<file path="config.mk">
export PLATFORM = sky130hd
export DESIGN_NAME = hack_alu_pipe
export DESIGN_NICKNAME = d
export VERILOG_FILES = /design/src/rtl/hack_alu_pkg.sv /design/src/rtl/hack_alu_core.sv /design/src/rtl/hack_alu_pipe.sv
export SDC_FILE = /design/constraint.sdc
export NUM_CORES = 1
export LEC_CHECK = 0
export CORE_AREA = 4 4 114 116
export CTS_CLUSTER_DIAMETER = 50
export DETAILED_ROUTE_END_ITERATION = 10
export DIE_AREA = 0 0 118 120
export DONT_BUFFER_PORTS = 1
export GPL_ROUTABILITY_DRIVEN = 0
export GPL_TIMING_DRIVEN = 0
export PLACE_DENSITY_LB_ADDON = 0.3
export SLEW_MARGIN = 10
export SYNTH_ARGS = -nofsm -noshare
export SYNTH_HDL_FRONTEND = slang
export SYNTH_HIERARCHICAL = 1
export SYNTH_SLANG_ARGS = --single-unit
</file>
<file path="constraint.sdc">
create_clock -name clk -period 5.2 [get_ports clk]
set_input_delay 0.52 -clock clk [delete_from_list [all_inputs] [get_ports clk]]
set_output_delay 0.52 -clock clk [all_outputs]
set_load 0.1 [all_outputs]
</file>
<file path="src/rtl/hack_alu_pkg.sv">
// Shared Hack ALU definitions: ctrl bit positions, ctrl type and the 18 standard opcodes.
package hack_alu_pkg;

  localparam int CTRL_ZX = 5;
  localparam int CTRL_NX = 4;
  localparam int CTRL_ZY = 3;
  localparam int CTRL_NY = 2;
  localparam int CTRL_F  = 1;
  localparam int CTRL_NO = 0;

  typedef logic [5:0] ctrl_t;

  localparam ctrl_t OP_ZERO  = 6'b101010;
  localparam ctrl_t OP_ONE   = 6'b111111;
  localparam ctrl_t OP_NEG1  = 6'b111010;
  localparam ctrl_t OP_X     = 6'b001100;
  localparam ctrl_t OP_Y     = 6'b110000;
  localparam ctrl_t OP_NOTX  = 6'b001101;
  localparam ctrl_t OP_NOTY  = 6'b110001;
  localparam ctrl_t OP_NEGX  = 6'b001111;
  localparam ctrl_t OP_NEGY  = 6'b110011;
  localparam ctrl_t OP_XINC  = 6'b011111;
  localparam ctrl_t OP_YINC  = 6'b110111;
  localparam ctrl_t OP_XDEC  = 6'b001110;
  localparam ctrl_t OP_YDEC  = 6'b110010;
  localparam ctrl_t OP_XADDY = 6'b000010;
  localparam ctrl_t OP_XSUBY = 6'b010011;
  localparam ctrl_t OP_YSUBX = 6'b000111;
  localparam ctrl_t OP_XANDY = 6'b000000;
  localparam ctrl_t OP_XORY  = 6'b010101;

endpackage

</file>
<file path="src/rtl/hack_alu_core.sv">
// Combinational Hack ALU. The cf output exists only when HACK_ALU_CARRY_EN is defined.
module hack_alu_core
  import hack_alu_pkg::*;
#(
  parameter int WIDTH = 16
) (
  input  logic [WIDTH-1:0] x,
  input  logic [WIDTH-1:0] y,
  input  ctrl_t            ctrl,
  output logic [WIDTH-1:0] out,
  output logic             zr,
  output logic             ng
`ifdef HACK_ALU_CARRY_EN
  ,
  output logic             cf
`endif
);

  logic [WIDTH-1:0] xz, xp, yz, yp, fres;
`ifdef HACK_ALU_CARRY_EN
  logic [WIDTH:0]   sum;
`else
  logic [WIDTH-1:0] sum;
`endif

  always_comb begin
    xz   = ctrl[CTRL_ZX] ? '0 : x;
    xp   = ctrl[CTRL_NX] ? ~xz : xz;
    yz   = ctrl[CTRL_ZY] ? '0 : y;
    yp   = ctrl[CTRL_NY] ? ~yz : yz;
`ifdef HACK_ALU_CARRY_EN
    sum  = {1'b0, xp} + {1'b0, yp};
    fres = ctrl[CTRL_F] ? sum[WIDTH-1:0] : (xp & yp);
    cf   = ctrl[CTRL_F] & sum[WIDTH];
`else
    sum  = xp + yp;
    fres = ctrl[CTRL_F] ? sum : (xp & yp);
`endif
    out  = ctrl[CTRL_NO] ? ~fres : fres;
    zr   = (out == '0);
    ng   = out[WIDTH-1];
  end

endmodule

</file>
<file path="src/rtl/hack_alu_pipe.sv">
// Two-stage valid/ready pipelined Hack ALU. Define HACK_ALU_CARRY_EN to add the cf output.
module hack_alu_pipe
  import hack_alu_pkg::*;
#(
  parameter int WIDTH = 16
) (
  input  logic             clk,
  input  logic             rst_n,
  input  logic             in_valid,
  output logic             in_ready,
  input  logic [WIDTH-1:0] x,
  input  logic [WIDTH-1:0] y,
  input  ctrl_t            ctrl,
  output logic             out_valid,
  input  logic             out_ready,
  output logic [WIDTH-1:0] out,
  output logic             zr,
  output logic             ng
`ifdef HACK_ALU_CARRY_EN
  ,
  output logic             cf
`endif
);

  logic             s1_valid, s2_valid, s1_ready, s2_ready;
  logic [WIDTH-1:0] pre_x, pre_y, s1_x, s1_y;
  logic             s1_f, s1_no;
  logic [WIDTH-1:0] core_out;
  logic             core_zr, core_ng;
`ifdef HACK_ALU_CARRY_EN
  logic             core_cf;
`endif

  assign s2_ready  = !s2_valid || out_ready;
  assign s1_ready  = !s1_valid || s2_ready;
  assign in_ready  = s1_ready;
  assign out_valid = s2_valid;

  always_comb begin
    pre_x = ctrl[CTRL_ZX] ? '0 : x;
    pre_x = ctrl[CTRL_NX] ? ~pre_x : pre_x;
    pre_y = ctrl[CTRL_ZY] ? '0 : y;
    pre_y = ctrl[CTRL_NY] ? ~pre_y : pre_y;
  end

  // Operands are already preprocessed, so the core only sees f and no.
  hack_alu_core #(.WIDTH(WIDTH)) u_core (
    .x    (s1_x),
    .y    (s1_y),
    .ctrl ({4'b0000, s1_f, s1_no}),
    .out  (core_out),
    .zr   (core_zr),
    .ng   (core_ng)
`ifdef HACK_ALU_CARRY_EN
    ,
    .cf   (core_cf)
`endif
  );

  always_ff @(posedge clk or negedge rst_n) begin
    if (!rst_n) begin
      s1_valid <= 1'b0;
      s1_x     <= '0;
      s1_y     <= '0;
      s1_f     <= 1'b0;
      s1_no    <= 1'b0;
    end else if (s1_ready) begin
      s1_valid <= in_valid;
      if (in_valid) begin
        s1_x  <= pre_x;
        s1_y  <= pre_y;
        s1_f  <= ctrl[CTRL_F];
        s1_no <= ctrl[CTRL_NO];
      end
    end
  end

  always_ff @(posedge clk or negedge rst_n) begin
    if (!rst_n) begin
      s2_valid <= 1'b0;
      out      <= '0;
      zr       <= 1'b0;
      ng       <= 1'b0;
`ifdef HACK_ALU_CARRY_EN
      cf       <= 1'b0;
`endif
    end else if (s2_ready) begin
      s2_valid <= s1_valid;
      if (s1_valid) begin
        out <= core_out;
        zr  <= core_zr;
        ng  <= core_ng;
`ifdef HACK_ALU_CARRY_EN
        cf  <= core_cf;
`endif
      end
    end
  end

endmodule

</file>
==> out/qor.yml <==
sta:
  rsz0062_at_grt: "no"
  fmax_mhz: 292.8
  slew_viol_final: 0
  min_period_ps: 3415
  fin_tns_setup_ps: 0
  finalHoldViolations: 0
  finClkSkew_ps: 6.513
  tightest_slew_ps: 985.6
  fin_crit_sh: 0.6568
  maxSlewHeadroom: 0.3429
  setup_viol: 0
clock_tree:
  cts_setup_buffers: 0
  cts_buffers: 5
  cts_tree: "yes"
  cts_root_buf: "clkbuf_16"
  path_clk_slew_ps: 70
  cts_htree_levels: 2
  cts.sinks: 54
  insertion_delay_ps: 300
  cts_buffer_depth: 2
route:
  antenna_left: 0
  drt_iter0_markers: 148
  dr.pass1.iters: 4
  vias: 3280
  drc: 0
  wl_um: 9470
  avgRoutedWirePerCell_um: 14.70
  via_per_inst: 5.093
synthesis:
  ys_warn_count: 6
  syn_area_per_cell_um2: 9.277
  ys_seq_elements: 54
  synth.yosys.seq_area_share: 0.3080
  synth_edf_count: 0
  synth_area_um2: 4388
  synthFlopType: "dfrtp_1"
  synth_top_area_frac: 0.3080
  synth.most_common_cell: "xnor2_1"
  yosysTopAreaCell: "dfrtp_1"
  ys_types: 55
  synthArstFlopShare: 1.000
  netlist_top_cells_count: "84 x xnor2_1, 73 x a21oi_1, 54 x dfrtp_1"
  syn-instance-count: 473
  synth_area_leaders: "dfrtp_1 31%, xnor2_1 17%, a21oi_1 8.3%"
global_routing:
  grt_max_degree: 55
  use_met2: 0.2160
  grt_overflow: 0
  grt_usage: 0.1372
  grt_use_met3: 0.03110
  top_usage_layer: "met2"
  antenna_found_initial: 0
  grt_pass1_wl_um: 16000
  met1_usage: 0.1889
  grt_pass1_vias: 3178
run_status:
  status: "complete, no violations"
power_and_ir_drop:
  combPwrFrac: 0.351
  p_seq_frac: 0.467
  internal_power_mw: 1.189
  powerDensity_nw_per_um2: 489.2
  vdd.ir_drop.worst_v: 0.0002415
  power.share.clock: 0.182
  swShare: 0.4990
  switchingPower_mw: 1.184
  p_leak_nw: 1.880
critical_path:
  r2r-start: "s1_x[0]$_DFFE_PN0P_"
  worst-path-buf-inv: 0
  cp_max_fo: 4
  cpMaxStageDelayCell: "or4_1"
  reg2reg_depth: 13
  arrival_ps: 3650
  slowest_delay_ps: 540
  required_ps: 5430
  path_delay_family: "simple AND/OR/NAND/NOR gates"
  crit_start: "s1_x[0]$_DFFE_PN0P_"
  worstSetupPathDepth: 13
  cp-start-kind: "flop"
  critical_path_class: "flop to flop"
  end_kind: "flop"
  crit_chain: "nand2b_1 > xnor2_1 > ha_1 > fa_1 > a21o_1 > a211oi_2 > a311o_2 > mux2i_1 > a211oi_2 > xnor2_1 > or4_1 > nor4_2 > mux2_2"
run:
  drv_cap: 0
layout:
  fin_nets: 555
  fin_cells: 644
  multi_input_area_um2: 2878
  fill_cells: 1219
  diodes: 0
  areaGrowthSynthToFinish_pct: 10.55
  seqCellArea_um2: 1351
  drive_above_1_share: 0.1167
hold_path:
  min_path_type: "input port to async pin"
die:
  die_x_um: 118
  die_area_um2: 14160
  rows: 40
  fp.dieH_um: 120
  initial_core_util: 0.3684
  core_um2: 11910
  io_pins: 62
placement:
  post-place-cells: 635
  portBuffers: 0
  dp_hpwl_um: 7610
## per-stage QoR
| step | worst slack, ps | util | total power [mW] | hold slack (ps) | cell area, um^2 |
|---|---|---|---|---|---|
| final | 1785 | 0.4072 | 2.373 | 67.85 | 4851 |
| after floorplan | 2143 | - | 1.774 | 224.4 | 4444 |
| after detailed placement | 1850 | 0.3887 | 1.937 | 227.3 | 4629 |
| after CTS | 1803 | 0.4072 | 2.386 | 76.60 | 4851 |
| after global routing | 1655 | 0.4072 | 2.510 | 89.21 | 4851 |
| after global placement | 1859 | 0.3886 | 1.915 | 227.4 | 4628 |
## layout by cell type (no fill, tap or decap), drive strengths merged, types with 4 or more instances in the layout
master,count
nor2b,31
inv,9
nand2,11
o21ai,7
a31oi,6
and2b,4
a21o,6
nand3,6
clkbuf,20
conb,16
and2,6
mux2i,9
o211ai,6
a211oi,6
mux2,21
a21oi,73
nand2b,39
xnor2,84
ha,16
buf,18
dfrtp,54
nor2,9
and3,4
## cells by family (layout without fill, tap and decap cells)
kind of cell    Yosys count  count (layout)  share of synthesized area
simple gates            127             127                     0.1771
compound gates          119             119                     0.1702
xor+xnor                 84              84                     0.1677
flops                    54              54                     0.3080
buf+inv                  41              50                    0.04904
mux                      30              30                    0.07699
fa+ha+maj                17              17                    0.05019
other cells               1              16                  0.0008546
## path summary, 6_finish.rpt
check | endpoint | slack, ps
max | zr$_DFFE_PN0P_ | 1780
min in group clk | s1_f$_DFFE_PN0P_ | 370
min reg2reg | s1_no$_DFFE_PN0P_ | 510
max reg2reg | zr$_DFFE_PN0P_ | 1780
min | s1_x[13]$_DFFE_PN0P_ | 70
max in group asynchronous | out[11]$_DFFE_PN0P_ | 4890
## cell type report
type / instances / area share
Multi-Input combinational cell: 393 / 0.5932
Sequential cell: 54 / 0.2786
Tap cell: 147 / 0.03792
Buffer: 32 / 0.03766
Clock buffer: 5 / 0.02579
Clock inverter: 3 / 0.01419
Inverter: 9 / 0.006964
Timing Repair Buffer: 1 / 0.005674
## layer usage
layer,vias to the layer above,part of all wire
met3,12,0.055
met1,1514,0.48
met4,0,0.015
met2,97,0.45
met5,-,0
li1,1657,-
## repair_timing
action | CTS | global route
endpoints found under the setup margin | 0 | 0
hold endpoints to repair | 54 | 0
gates resized for setup | 0 | 0
hold buffers | 1 | 0
## power groups by stage
stage	clock (mW)	sequential, mW	combinational, mW
5_1_grt	0.461	1.12	0.925
4_1_cts	0.445	1.11	0.829
2_1_floorplan	0	1.09	0.680
3_3_place_gp	0	1.12	0.797
6_report	0.433	1.11	0.832
3_5_place_dp	0	1.12	0.815
## sequential cells by signal (all words and copies together), names as in the netlist
signal     count
out_valid      1
ng             1
s1_valid       1
out           16
s1_no          1
s1_x          16
zr             1
s1_f           1
s1_y          16
Power figures use the tool's default switching activity.
